[src/rtl/snn_mon_pkg.sv]
// Shared definitions for the SNN inference monitor: FSM encoding, result-entry
// layout helpers and the decimation-period rule.
package snn_mon_pkg;

  typedef enum logic [1:0] {
    ST_IDLE     = 2'd0,
    ST_SCAN     = 2'd1,
    ST_WAIT_TGT = 2'd2,
    ST_PUSH     = 2'd3
  } mon_state_e;

  // Result entry layout, LSB first: scores, argmax index, mismatch flag.
  localparam int RES_SCORES_LSB = 0;

  function automatic int res_idx_lsb(input int nch, input int w);
    return nch * w;
  endfunction

  function automatic int res_mis_pos(input int nch, input int w, input int idxw);
    return nch * w + idxw;
  endfunction

  function automatic int res_width(input int nch, input int w, input int idxw);
    return nch * w + idxw + 1;
  endfunction

  // A programmed period of zero behaves as capturing every beat.
  function automatic logic [63:0] decim_step(input logic [63:0] decim);
    logic [63:0] step;
    if (decim == 64'd0) begin
      step = 64'd1;
    end else begin
      step = decim;
    end
    return step;
  endfunction

endpackage

[src/rtl/snn_mon_fifo.sv]
// Synchronous result FIFO; a push is accepted while full when a pop frees the
// head slot in the same cycle.
module snn_mon_fifo #(
  parameter int DW    = 8,
  parameter int DEPTH = 4
) (
  input  logic          clk,
  input  logic          rst_n,
  input  logic          srst,
  input  logic          push,
  input  logic [DW-1:0] wdata,
  input  logic          pop,
  output logic [DW-1:0] rdata,
  output logic          vld,
  output logic          full
);
  localparam int AW = $clog2(DEPTH);
  localparam logic [AW:0] CNT_FULL = (AW + 1)'(DEPTH);

  logic [DW-1:0] mem_r [DEPTH];
  logic [AW-1:0] wr_ptr_r, rd_ptr_r;
  logic [AW:0]   cnt_r;
  logic          do_push_s, do_pop_s;

  assign vld       = (cnt_r != '0);
  assign full      = (cnt_r == CNT_FULL);
  assign rdata     = mem_r[rd_ptr_r];
  assign do_pop_s  = pop & vld;
  assign do_push_s = push & (~full | do_pop_s);

  // Entry storage, cleared so an empty FIFO presents an all-zero head
  always_ff @(posedge clk or negedge rst_n) begin
    if (!rst_n) begin
      for (int i = 0; i < DEPTH; i++) mem_r[i] <= '0;
    end else if (srst) begin
      for (int i = 0; i < DEPTH; i++) mem_r[i] <= '0;
    end else if (do_push_s) begin
      mem_r[wr_ptr_r] <= wdata;
    end
  end

  // Read/write pointers and occupancy
  always_ff @(posedge clk or negedge rst_n) begin
    if (!rst_n) begin
      wr_ptr_r <= '0;
      rd_ptr_r <= '0;
      cnt_r    <= '0;
    end else if (srst) begin
      wr_ptr_r <= '0;
      rd_ptr_r <= '0;
      cnt_r    <= '0;
    end else begin
      if (do_push_s) wr_ptr_r <= wr_ptr_r + AW'(1);
      if (do_pop_s)  rd_ptr_r <= rd_ptr_r + AW'(1);
      case ({do_push_s, do_pop_s})
        2'b10:   cnt_r <= cnt_r + (AW + 1)'(1);
        2'b01:   cnt_r <= cnt_r - (AW + 1)'(1);
        default: cnt_r <= cnt_r;
      endcase
    end
  end

endmodule

[src/rtl/snn_inference_monitor.sv]
// On-chip SNN inference monitor: decimated score capture, prediction, target compare,
// counters, error halt and result FIFO. Define SNN_MON_ARGMAX_EN for argmax prediction.
module snn_inference_monitor
  import snn_mon_pkg::*;
#(
  parameter int NCH        = 2,
  parameter int W          = 16,
  parameter int TW         = 26,
  parameter int FIFO_DEPTH = 4,
  parameter int CNT_W      = 32,
  parameter int ERR_W      = 16,
  parameter int IDXW       = $clog2(NCH)
) (
  input  logic                wb_clk,
  input  logic                wb_rst_n,
  input  logic                en_i,
  input  logic [CNT_W-1:0]    decim_i,
  input  logic [ERR_W-1:0]    max_err_i,
  input  logic                beat_vld_i,
  input  logic [NCH*W-1:0]    beat_data_i,
  input  logic                tgt_vld_i,
  input  logic [TW-1:0]       tgt_data_i,
  output logic                tgt_rdy_o,
  output logic                res_vld_o,
  input  logic                res_rdy_i,
  output logic [NCH*W+IDXW:0] res_data_o,
  output logic [CNT_W-1:0]    inf_cnt_o,
  output logic [ERR_W-1:0]    err_cnt_o,
  output logic                halt_o,
  output logic                overrun_o
);
  localparam int RW      = res_width(NCH, W, IDXW);
  localparam int MIS_POS = res_mis_pos(NCH, W, IDXW);
  localparam int IDX_LSB = res_idx_lsb(NCH, W);
  localparam logic [CNT_W-1:0] CNT_ONE = CNT_W'(1);
  localparam logic [ERR_W-1:0] ERR_ONE = ERR_W'(1);
  localparam logic [ERR_W-1:0] ERR_MAX = {ERR_W{1'b1}};

  mon_state_e       state_r, state_nxt_s;
  logic [CNT_W-1:0] beat_cnt_r, mark_r, inf_cnt_r, step_s;
  logic [ERR_W-1:0] err_cnt_r, err_nxt_s;
  logic             halt_r, overrun_r, mis_r, mis_s;
  logic [NCH*W-1:0] scores_r;
  logic [IDXW-1:0]  idx_s;
  logic [RW-1:0]    entry_s;
  logic             srst_s, count_en_s, due_s, capture_s, drop_s;
  logic             pop_s, push_s, fifo_full_s;

  assign srst_s     = ~en_i;
  assign step_s     = CNT_W'(decim_step(64'(decim_i)));
  assign count_en_s = beat_vld_i & ~halt_r;
  assign due_s      = count_en_s & (beat_cnt_r == mark_r);
  assign capture_s  = due_s & (state_r == ST_IDLE);
  assign drop_s     = due_s & (state_r != ST_IDLE);
  assign pop_s      = res_vld_o & res_rdy_i;
  assign push_s     = (state_r == ST_PUSH) & (~fifo_full_s | pop_s);

  assign tgt_rdy_o  = (state_r == ST_WAIT_TGT);
  assign inf_cnt_o  = inf_cnt_r;
  assign err_cnt_o  = err_cnt_r;
  assign halt_o     = halt_r;
  assign overrun_o  = overrun_r;

  assign entry_s[MIS_POS]              = mis_r;
  assign entry_s[IDX_LSB +: IDXW]      = idx_s;
  assign entry_s[RES_SCORES_LSB +: NCH*W] = scores_r;

`ifdef SNN_MON_ARGMAX_EN
  logic signed [W-1:0] best_r, cur_s;
  logic [IDXW-1:0]     idx_r, scan_ch_r;
  logic                unused_tgt_s;

  assign cur_s        = scores_r[int'(scan_ch_r) * W +: W];
  assign idx_s        = idx_r;
  assign mis_s        = (idx_r != tgt_data_i[IDXW-1:0]);
  assign unused_tgt_s = ^tgt_data_i[TW-1:IDXW];

  // Running argmax; strict greater-than keeps the lower index on ties
  always_ff @(posedge wb_clk or negedge wb_rst_n) begin
    if (!wb_rst_n) begin
      best_r    <= '0;
      idx_r     <= '0;
      scan_ch_r <= '0;
    end else if (srst_s) begin
      best_r    <= '0;
      idx_r     <= '0;
      scan_ch_r <= '0;
    end else if (capture_s) begin
      best_r    <= beat_data_i[W-1:0];
      idx_r     <= '0;
      scan_ch_r <= IDXW'(1);
    end else if (state_r == ST_SCAN) begin
      if (cur_s > best_r) begin
        best_r <= cur_s;
        idx_r  <= scan_ch_r;
      end
      scan_ch_r <= scan_ch_r + IDXW'(1);
    end
  end
`else
  logic signed [W-1:0] ch0_s;

  assign ch0_s = scores_r[W-1:0];
  assign idx_s = {IDXW{1'b0}};
  assign mis_s = (TW'(ch0_s) != tgt_data_i);
`endif

  // Saturating error count for the pending result
  always_comb begin
    err_nxt_s = err_cnt_r;
    if (mis_r && (err_cnt_r != ERR_MAX)) begin
      err_nxt_s = err_cnt_r + ERR_ONE;
    end else begin
      err_nxt_s = err_cnt_r;
    end
  end

  // Next-state logic
  always_comb begin
    state_nxt_s = state_r;
    case (state_r)
      ST_IDLE: begin
        if (capture_s) begin
`ifdef SNN_MON_ARGMAX_EN
          state_nxt_s = ST_SCAN;
`else
          state_nxt_s = ST_WAIT_TGT;
`endif
        end else begin
          state_nxt_s = ST_IDLE;
        end
      end
      ST_SCAN: begin
`ifdef SNN_MON_ARGMAX_EN
        if (scan_ch_r == IDXW'(NCH - 1)) begin
          state_nxt_s = ST_WAIT_TGT;
        end else begin
          state_nxt_s = ST_SCAN;
        end
`else
        state_nxt_s = ST_WAIT_TGT;
`endif
      end
      ST_WAIT_TGT: begin
        if (tgt_vld_i) begin
          state_nxt_s = ST_PUSH;
        end else begin
          state_nxt_s = ST_WAIT_TGT;
        end
      end
      ST_PUSH: begin
        if (push_s) begin
          state_nxt_s = ST_IDLE;
        end else begin
          state_nxt_s = ST_PUSH;
        end
      end
      default: state_nxt_s = ST_IDLE;
    endcase
  end

  // State register
  always_ff @(posedge wb_clk or negedge wb_rst_n) begin
    if (!wb_rst_n) begin
      state_r <= ST_IDLE;
    end else if (srst_s) begin
      state_r <= ST_IDLE;
    end else begin
      state_r <= state_nxt_s;
    end
  end

  // Beat counter, capture mark, scores, mismatch and result counters
  always_ff @(posedge wb_clk or negedge wb_rst_n) begin
    if (!wb_rst_n) begin
      beat_cnt_r <= '0;
      mark_r     <= '0;
      scores_r   <= '0;
      mis_r      <= 1'b0;
      inf_cnt_r  <= '0;
      err_cnt_r  <= '0;
      halt_r     <= 1'b0;
      overrun_r  <= 1'b0;
    end else if (srst_s) begin
      beat_cnt_r <= '0;
      mark_r     <= '0;
      scores_r   <= '0;
      mis_r      <= 1'b0;
      inf_cnt_r  <= '0;
      err_cnt_r  <= '0;
      halt_r     <= 1'b0;
      overrun_r  <= 1'b0;
    end else begin
      if (count_en_s) beat_cnt_r <= beat_cnt_r + CNT_ONE;
      if (due_s)      mark_r     <= mark_r + step_s;
      if (drop_s)     overrun_r  <= 1'b1;
      if (capture_s)  scores_r   <= beat_data_i;
      if ((state_r == ST_WAIT_TGT) && tgt_vld_i) mis_r <= mis_s;
      if (push_s) begin
        inf_cnt_r <= inf_cnt_r + CNT_ONE;
        err_cnt_r <= err_nxt_s;
        if (err_nxt_s > max_err_i) halt_r <= 1'b1;
      end
    end
  end

  snn_mon_fifo #(
    .DW    (RW),
    .DEPTH (FIFO_DEPTH)
  ) u_fifo (
    .clk   (wb_clk),
    .rst_n (wb_rst_n),
    .srst  (srst_s),
    .push  (push_s),
    .wdata (entry_s),
    .pop   (res_rdy_i),
    .rdata (res_data_o),
    .vld   (res_vld_o),
    .full  (fifo_full_s)
  );

endmodule

[config.mk]
export PLATFORM = sky130hd
export DESIGN_NAME = snn_inference_monitor
export DESIGN_NICKNAME = d
export VERILOG_FILES = /design/src/rtl/snn_mon_pkg.sv /design/src/rtl/snn_mon_fifo.sv /design/src/rtl/snn_inference_monitor.sv
export SDC_FILE = /design/constraint.sdc
export NUM_CORES = 1
export LEC_CHECK = 0
export CAP_MARGIN = 10
export CORE_MARGIN = 2
export CORE_UTILIZATION = 55
export CTS_BUF_LIST = sky130_fd_sc_hd__clkbuf_8
export DETAILED_ROUTE_END_ITERATION = 8
export PLACE_DENSITY = 0.85
export SLEW_MARGIN = 15
export SYNTH_ARGS = -nofsm -noshare
export SYNTH_HDL_FRONTEND = slang
export SYNTH_SLANG_ARGS = --single-unit
export TNS_END_PERCENT = 5
[constraint.sdc]
create_clock -name wb_clk -period 4.33 [get_ports wb_clk]
set_input_delay 0.6495 -clock wb_clk [delete_from_list [all_inputs] [get_ports wb_clk]]
set_output_delay 0.6495 -clock wb_clk [all_outputs]
set_load 0.05 [all_outputs]
==> impl_metrics.ini, run 1 <==
[outcome]
run_status = finished clean

[placement]
post-dp-hpwl_mm = 28.0
place_worst_setup_slack_ns = 0.0311
port_buffers = 196
gp_congestion = 0.949

[clock_network]
insertion_delay_ns = 0.58
path_clk_slew_ns = 0.06
clock_path_buffers = 3
cts_root_buffer = clkbuf_8
postCtsSetupBuffers = 0
postCtsHoldBufs = 0
h-tree-depth = 2
cts_resized = 0
cts_buffers = 48
cts_tree = yes
clock_sinks = 288

[timing]
maxSlewViolCount = 0
slew_headroom_pct = 26.5
timing.final.ws_setup_ns = 0.566
finClkSkew_ns = 0.0388
post-route-period-util_pct = 86.9
finalSetupViolations = 0
rsz0062_at_grt = false
final-hold-violation-count = 0
period_needed_ns = 3.76
fmax_ghz = 0.266
setup-tns-final_ns = 0
worst_pin_slew_ns = 1.10

[synth]
syn_nets = 1921
synth_area_mm2 = 0.0165
syn_area_per_cell_um2 = 9.43
ys_warn_count = 0
ys_ff_latch = 288
yosysTopAreaCellShare_pct = 43.6
ys_top_cells_by_area = dfrtp_1 (44%), nand2_1 (9.3%), a21boi_0 (8.0%)
yosysUniqueCellTypes = 63
synth_edf_count = 0
yosys.area.top_type = dfrtp_1
synth_flop_cell = dfrtp_1
async_flop_share_pct = 100
ys_seq_area_share_pct = 43.6
synth_cells = 1753

[worst_setup_path]
end_kind = register
worstSetupPathType = in2reg
cp_top_family = compound AO/OA/AOI/OAI gates
cp_num_buf_inv = 2
crit_required_ns = 4.73
slowest_delay_ns = 0.44
worstPathCellList = clkdlybuf4s50_1 -> nor4_1 -> nand4_1 -> o21bai_1 -> ha_1 -> inv_1 -> fa_1 -> nor2b_1 -> o211ai_1 -> a31oi_1 -> a32o_1 -> o31ai_1 -> o21ai_0 -> a31oi_1 -> mux2_2 -> o21ai_0
worst_path_max_delay_cell = clkdlybuf4s50_1
crit_fanout = 3
cp.arrival_ns = 4.17
cp-start-kind = input port

[global_route]
grt_max_degree = 183
overflow = 0
grt_usage_pct = 26.7
grt_pass1_wl_mm = 68.2
grt_pass1_vias = 13700
antenna_found_initial = 0

[drt]
routedWlPerCell_um = 18.0
drc_errors = 0
vias_per_cell = 5.81
vias = 13500
wl_mm = 41.7
dr.pass1.iters = 5
ant_nets = 0
drt-initial-drc-count = 926

[floorplanning]
io_pins = 198
fp.dieArea_mm2 = 0.0315
die_h_um = 177
die_x_um = 177
start_util_pct = 55.8
placementRows = 63
design.core.area_mm2 = 0.0296

[power]
leakage_nw = 8.38
p_per_area_mw_per_mm2 = 382
ir_drop_uv = 331

[layout]
diodes = 0
utilization_pct = 66.6
drive_above_1_share_pct = 7.36
nNetsFinal = 2063
fillers = 2302
area.growth.synth_to_final_pct = 19.4

[min_path]
hp-class = in2async

[run]
cap_violations = 0
## layout by cell type (no fill, tap or decap), types with 33 or more instances in the layout
| cell | count |
|---|---|
| and2_1 | 79 |
| a21oi_1 | 35 |
| nand3_1 | 37 |
| nor2b_1 | 35 |
| a21boi_0 | 176 |
| clkbuf_8 | 64 |
| ha_1 | 54 |
| dfrtp_1 | 287 |
| clkdlybuf4s50_1 | 194 |
| xnor2_1 | 110 |
| o21ai_0 | 35 |
| xor2_1 | 48 |
| nor2_1 | 39 |
| nand2_1 | 409 |
| mux4_2 | 33 |
| inv_1 | 47 |
## synthesized netlist by cell type, types with 5 or more instances
master / count
buf_1: 10
a21o_1: 16
a21oi_1: 35
and3_1: 20
and2_1: 79
nor2b_1: 35
a21boi_0: 176
o21a_1: 8
o21ai_0: 35
ha_1: 54
nor2_1: 39
nand2b_1: 6
xor2_1: 48
nand2_1: 409
nor4_1: 19
clkbuf_1: 107
xnor2_1: 110
inv_1: 34
mux4_2: 33
nand3_1: 37
or3_1: 13
nor3_1: 8
a31oi_1: 9
buf_2: 5
o21bai_1: 5
mux2i_1: 28
dfrtp_1: 288
nand4_1: 30
## metrics by stage
step	cells	total power [mW]	hold WS, ns	cell area, um2
finish	2320	7.54	0.177	19700
global route	2320	7.93	0.249	19700
CTS	2320	7.58	0.220	19700
detailed placement	2235	5.11	0.486	18700
global placement	2235	5.06	0.478	18700
floorplan	1753	4.46	0.354	16500
## state kept, by name, summed over array words and instances (netlist names)
signal / count
u_fifo.cnt_r: 3
inf_cnt_o: 32
mark_r: 32
state_r: 2
beat_cnt_r: 32
scores_r: 32
halt_o: 1
overrun_o: 1
err_cnt_o: 16
u_fifo.wr_ptr_r: 2
u_fifo.mem_r: 132
mis_r: 1
u_fifo.rd_ptr_r: 2
## layout make-up
class | count | area, um2 | share of cell area (%)
Clock buffer | 64 | 881 | 4.46
Clock inverter | 21 | 126 | 0.640
Inverter | 34 | 128 | 0.647
Multi-Input combinational cell | 1307 | 8720 | 44.2
Sequential cell | 288 | 7210 | 36.5
Tap cell | 390 | 488 | 2.47
Timing Repair Buffer | 216 | 2180 | 11.1
## worst register-to-register path, cell delays in order (launching register included)
cell	delay [ns]
dfrtp_1	0.46
and3_1	0.21
and2_1	0.19
a2111oi_2	0.50
and3_1	0.29
and3_1	0.27
nand3_1	0.15
xnor2_1	0.15
ha_1	0.30
a21o_1	0.17
a21o_1	0.17
a21oi_1	0.13
o21ai_0	0.12
a21oi_1	0.15
nor3_1	0.07
o21a_1	0.20
## report_power, final
group / internal [mW] / total, mW / switching [mW]
Clock: 1.38 / 2.46 / 1.08
Sequential: 2.86 / 3.14 / 0.278
Combinational: 0.827 / 1.95 / 1.12
Total: 5.06 / 7.54 / 2.48
## metal layers
metal  global-route usage, %  wire length, um
met4                    9.56             1220
met1                    34.4            17000
met2                    45.8            20700
met3                    4.50             2750
met5                       0                0
## logic make-up (layout without fill, tap and decap cells)
group,Yosys count,count (layout),share of synthesized area (%)
AO/OA/AOI/OAI,310,310,13.1
buffers and inverters,158,335,3.67
other,1,1,0.0227
XOR/XNOR,158,158,8.37
AND/OR/NAND/NOR,717,717,20.4
flip-flops,288,288,43.6
adder cells (fa/ha/maj),56,56,4.33
multiplexers,65,65,6.47
## final timing paths
path | end | depth (start not counted) | from | slack [ns]
setup / recovery | mark_r[30] | 16 | decim_i[21] | 0.57
hold / removal | u_fifo.mem_r[120] | 1 | wb_rst_n | 0.18
setup reg to reg | halt_o | 15 | err_cnt_o[12] | 0.69
hold reg to reg | overrun_o | 1 | overrun_o | 0.50
max in group asynchronous | mark_r[0] | 2 | wb_rst_n | 3.10
min in group wb_clk | overrun_o | 1 | overrun_o | 0.50
Note: power is estimated with default switching activity, not from simulation.
==> run 2: changes to the inputs <==
--- a/config.mk
+++ b/config.mk
@@ -11,6 +11,7 @@
 export CTS_BUF_LIST = sky130_fd_sc_hd__clkbuf_8
 export DETAILED_ROUTE_END_ITERATION = 8
 export PLACE_DENSITY = 0.85
+export SKIP_CTS_REPAIR_TIMING = 1
 export SLEW_MARGIN = 15
 export SYNTH_ARGS = -nofsm -noshare
 export SYNTH_HDL_FRONTEND = slang
==> results of run 2 <==
Final layout, timing and power as in run 1 (identical DEF).
==> run 3: changes to the inputs <==
--- a/config.mk
+++ b/config.mk
@@ -15,5 +15,6 @@
 export SLEW_MARGIN = 15
 export SYNTH_ARGS = -nofsm -noshare
 export SYNTH_HDL_FRONTEND = slang
+export SYNTH_HIERARCHICAL = 1
 export SYNTH_SLANG_ARGS = --single-unit
 export TNS_END_PERCENT = 5
==> run 3 against run 2 <==
Power rose by 5.6%. Cell count fell by 2.0%. Routed wire length fell by 2.2%. Hold slack improved by 0.026 ns. Combinational power rose by 24%.
==> impl_metrics.ini, run 3 <==
[worst_setup_path]
end_kind = output port
worstSetupPathType = reg2out
crit_fanout = 22
cp.arrival_ns = 2.90
rr_endpoint = halt_o
worstRegToRegCells = 15
rr_startpoint = err_cnt_o[8]
cp-start-kind = register
crit_required_ns = 3.68
regToRegSetupSlack_ns = 1.05

[synth]
yosysMostFrequentCell = nand2_1
ys_top_cells_by_area = dfrtp_1 (44%), mux2i_1 (9.5%), nand2_1 (7.3%)
async_flop_share_pct = 100
yosysUniqueCellTypes = 71
ys_warn_count = 6
synth_cells = 1704
synth_edf_count = 0
syn_area_per_cell_um2 = 9.80
yosys.area.top_type = dfrtp_1
ys_ff_latch = 292
yosysTopAreaCellShare_pct = 43.7
synth_flop_cell = dfrtp_1
yosys-top-cells-count = nand2_1 (325), dfrtp_1 (292), mux2i_1 (159), nor2_1 (119), xor2_1 (91)
synth_area_mm2 = 0.0167
syn_nets = 1872
ys_seq_area_share_pct = 43.7

[power]
leakage_nw = 9.30
total_power_mw = 7.97
p_per_area_mw_per_mm2 = 404
ir_drop_uv = 432

[floorplanning]
io_pins = 198
placementRows = 63
die_h_um = 178
fp.dieArea_mm2 = 0.0318
die_x_um = 178
design.core.area_mm2 = 0.0298
start_util_pct = 56.1

[global_route]
grt_pass1_wl_mm = 65.5
antenna_found_initial = 0
grt_pass1_vias = 13300
grt_usage_pct = 25.7
grt_max_degree = 130
overflow = 0

[timing]
maxSlewViolCount = 0
post-route-period-util_pct = 82.0
fmax_ghz = 0.282
finClkSkew_ns = 0.0154
setup-tns-final_ns = 0
finalSetupViolations = 0
slew_headroom_pct = 31.0
rsz0062_at_grt = false
final-hold-violation-count = 0
period_needed_ns = 3.55
timing.final.ws_setup_ns = 0.778
worst_pin_slew_ns = 1.04

[clock_network]
cts_buffers = 48
path_clk_slew_ns = 0.06
clock_sinks = 292
h-tree-depth = 2
cts_root_buffer = clkbuf_8
cts_tree = yes
insertion_delay_ns = 0.56
clock_path_buffers = 3

[layout]
final_cell_mix = nand2_1 (325), dfrtp_1 (291), clkdlybuf4s50_1 (196)
drive_above_1_share_pct = 7.65
area.growth.synth_to_final_pct = 18.2
regMostFlops = u_fifo/mem_r
diodes = 0
nNetsFinal = 2015
layout_commonest_cell = nand2_1
largest_reg_flops = 136

[min_path]
hp-class = in2async

[placement]
place_worst_setup_slack_ns = 0.187
post-dp-hpwl_mm = 28.2
port_buffers = 197
gp_congestion = 0.899

[drt]
vias_per_cell = 5.78
ant_nets = 0
routedWlPerCell_um = 17.9
dr.pass1.iters = 7
drc_errors = 0
wl_mm = 40.7
vias = 13100
drt-initial-drc-count = 844

[run]
cap_violations = 0

[outcome]
run_status = finished clean
-- run 3: power breakdown --
| part | switching (mW) | total [mW] | internal (mW) |
|---|---|---|---|
| clock | 1.09 | 2.37 | 1.28 |
| combinational | 1.44 | 2.41 | 0.977 |
| sequential | 0.248 | 3.18 | 2.93 |
-- run 3: worst max path at each step --
stage	start	to	slack [ns]	cells past startpoint
4_1_cts	u_fifo/rd_ptr_r[0]	res_data_o[31]	0.73	3
2_1_floorplan	decim_i[25]	mark_r[18]	1.08	14
6_report	u_fifo/rd_ptr_r[0]	res_data_o[31]	0.78	3
5_1_grt	decim_i[31]	mark_r[18]	0.47	16
3_5_place_dp	decim_i[24]	mark_r[18]	0.19	16
3_3_place_gp	decim_i[24]	mark_r[18]	0.29	16
-- run 3: layout make-up --
class                           instances  area (um2)
Fill cell                            2287       10100
Timing Repair Buffer                  215        2190
Clock buffer                           62         853
Multi-Input combinational cell       1255        8660
Sequential cell                       292        7310
Clock inverter                         24         108
Tap cell                              390         488
Inverter                               35         136
-- run 3: worst max-delay path, stage by stage (launching register included) --
cell	delay [ns]
dfrtp_2	0.73
buf_12	0.30
mux4_2	0.58
clkdlybuf4s50_1	0.72
-- run 3: kinds of logic (layout without fill, tap and decap cells) --
logic type / count (synthesis) / count (layout) / share of synthesized area (%)
mux: 197 / 197 / 14.4
buf+inv: 157 / 336 / 4.46
flops: 292 / 292 / 43.7
fa+ha+maj: 56 / 56 / 4.28
compound gates: 191 / 191 / 7.11
simple gates: 658 / 658 / 18.0
other cells: 1 / 1 / 0.0224
xor+xnor: 152 / 152 / 7.97
-- run 3: per-layer routing --
layer | track usage (%) | routed length (um) | up-vias
met5 | 0 | 0 | -
met4 | 9.04 | 1280 | 0
met3 | 4.13 | 2210 | 92
met2 | 43.9 | 20400 | 417
met1 | 33.2 | 16900 | 6480
li1 | - | - | 6140
-- run 3: stage by stage --
stage                     util [%]  hold WS [ns]  cell area [um2]  cells
final                         66.3         0.202            19700   2273
after global routing          66.3         0.266            19700   2273
after CTS                     66.3         0.235            19700   2273
after detailed placement      63.0         0.504            18800   2187
after global placement        63.0         0.488            18800   2187
after floorplan                  -         0.354            16700   1704
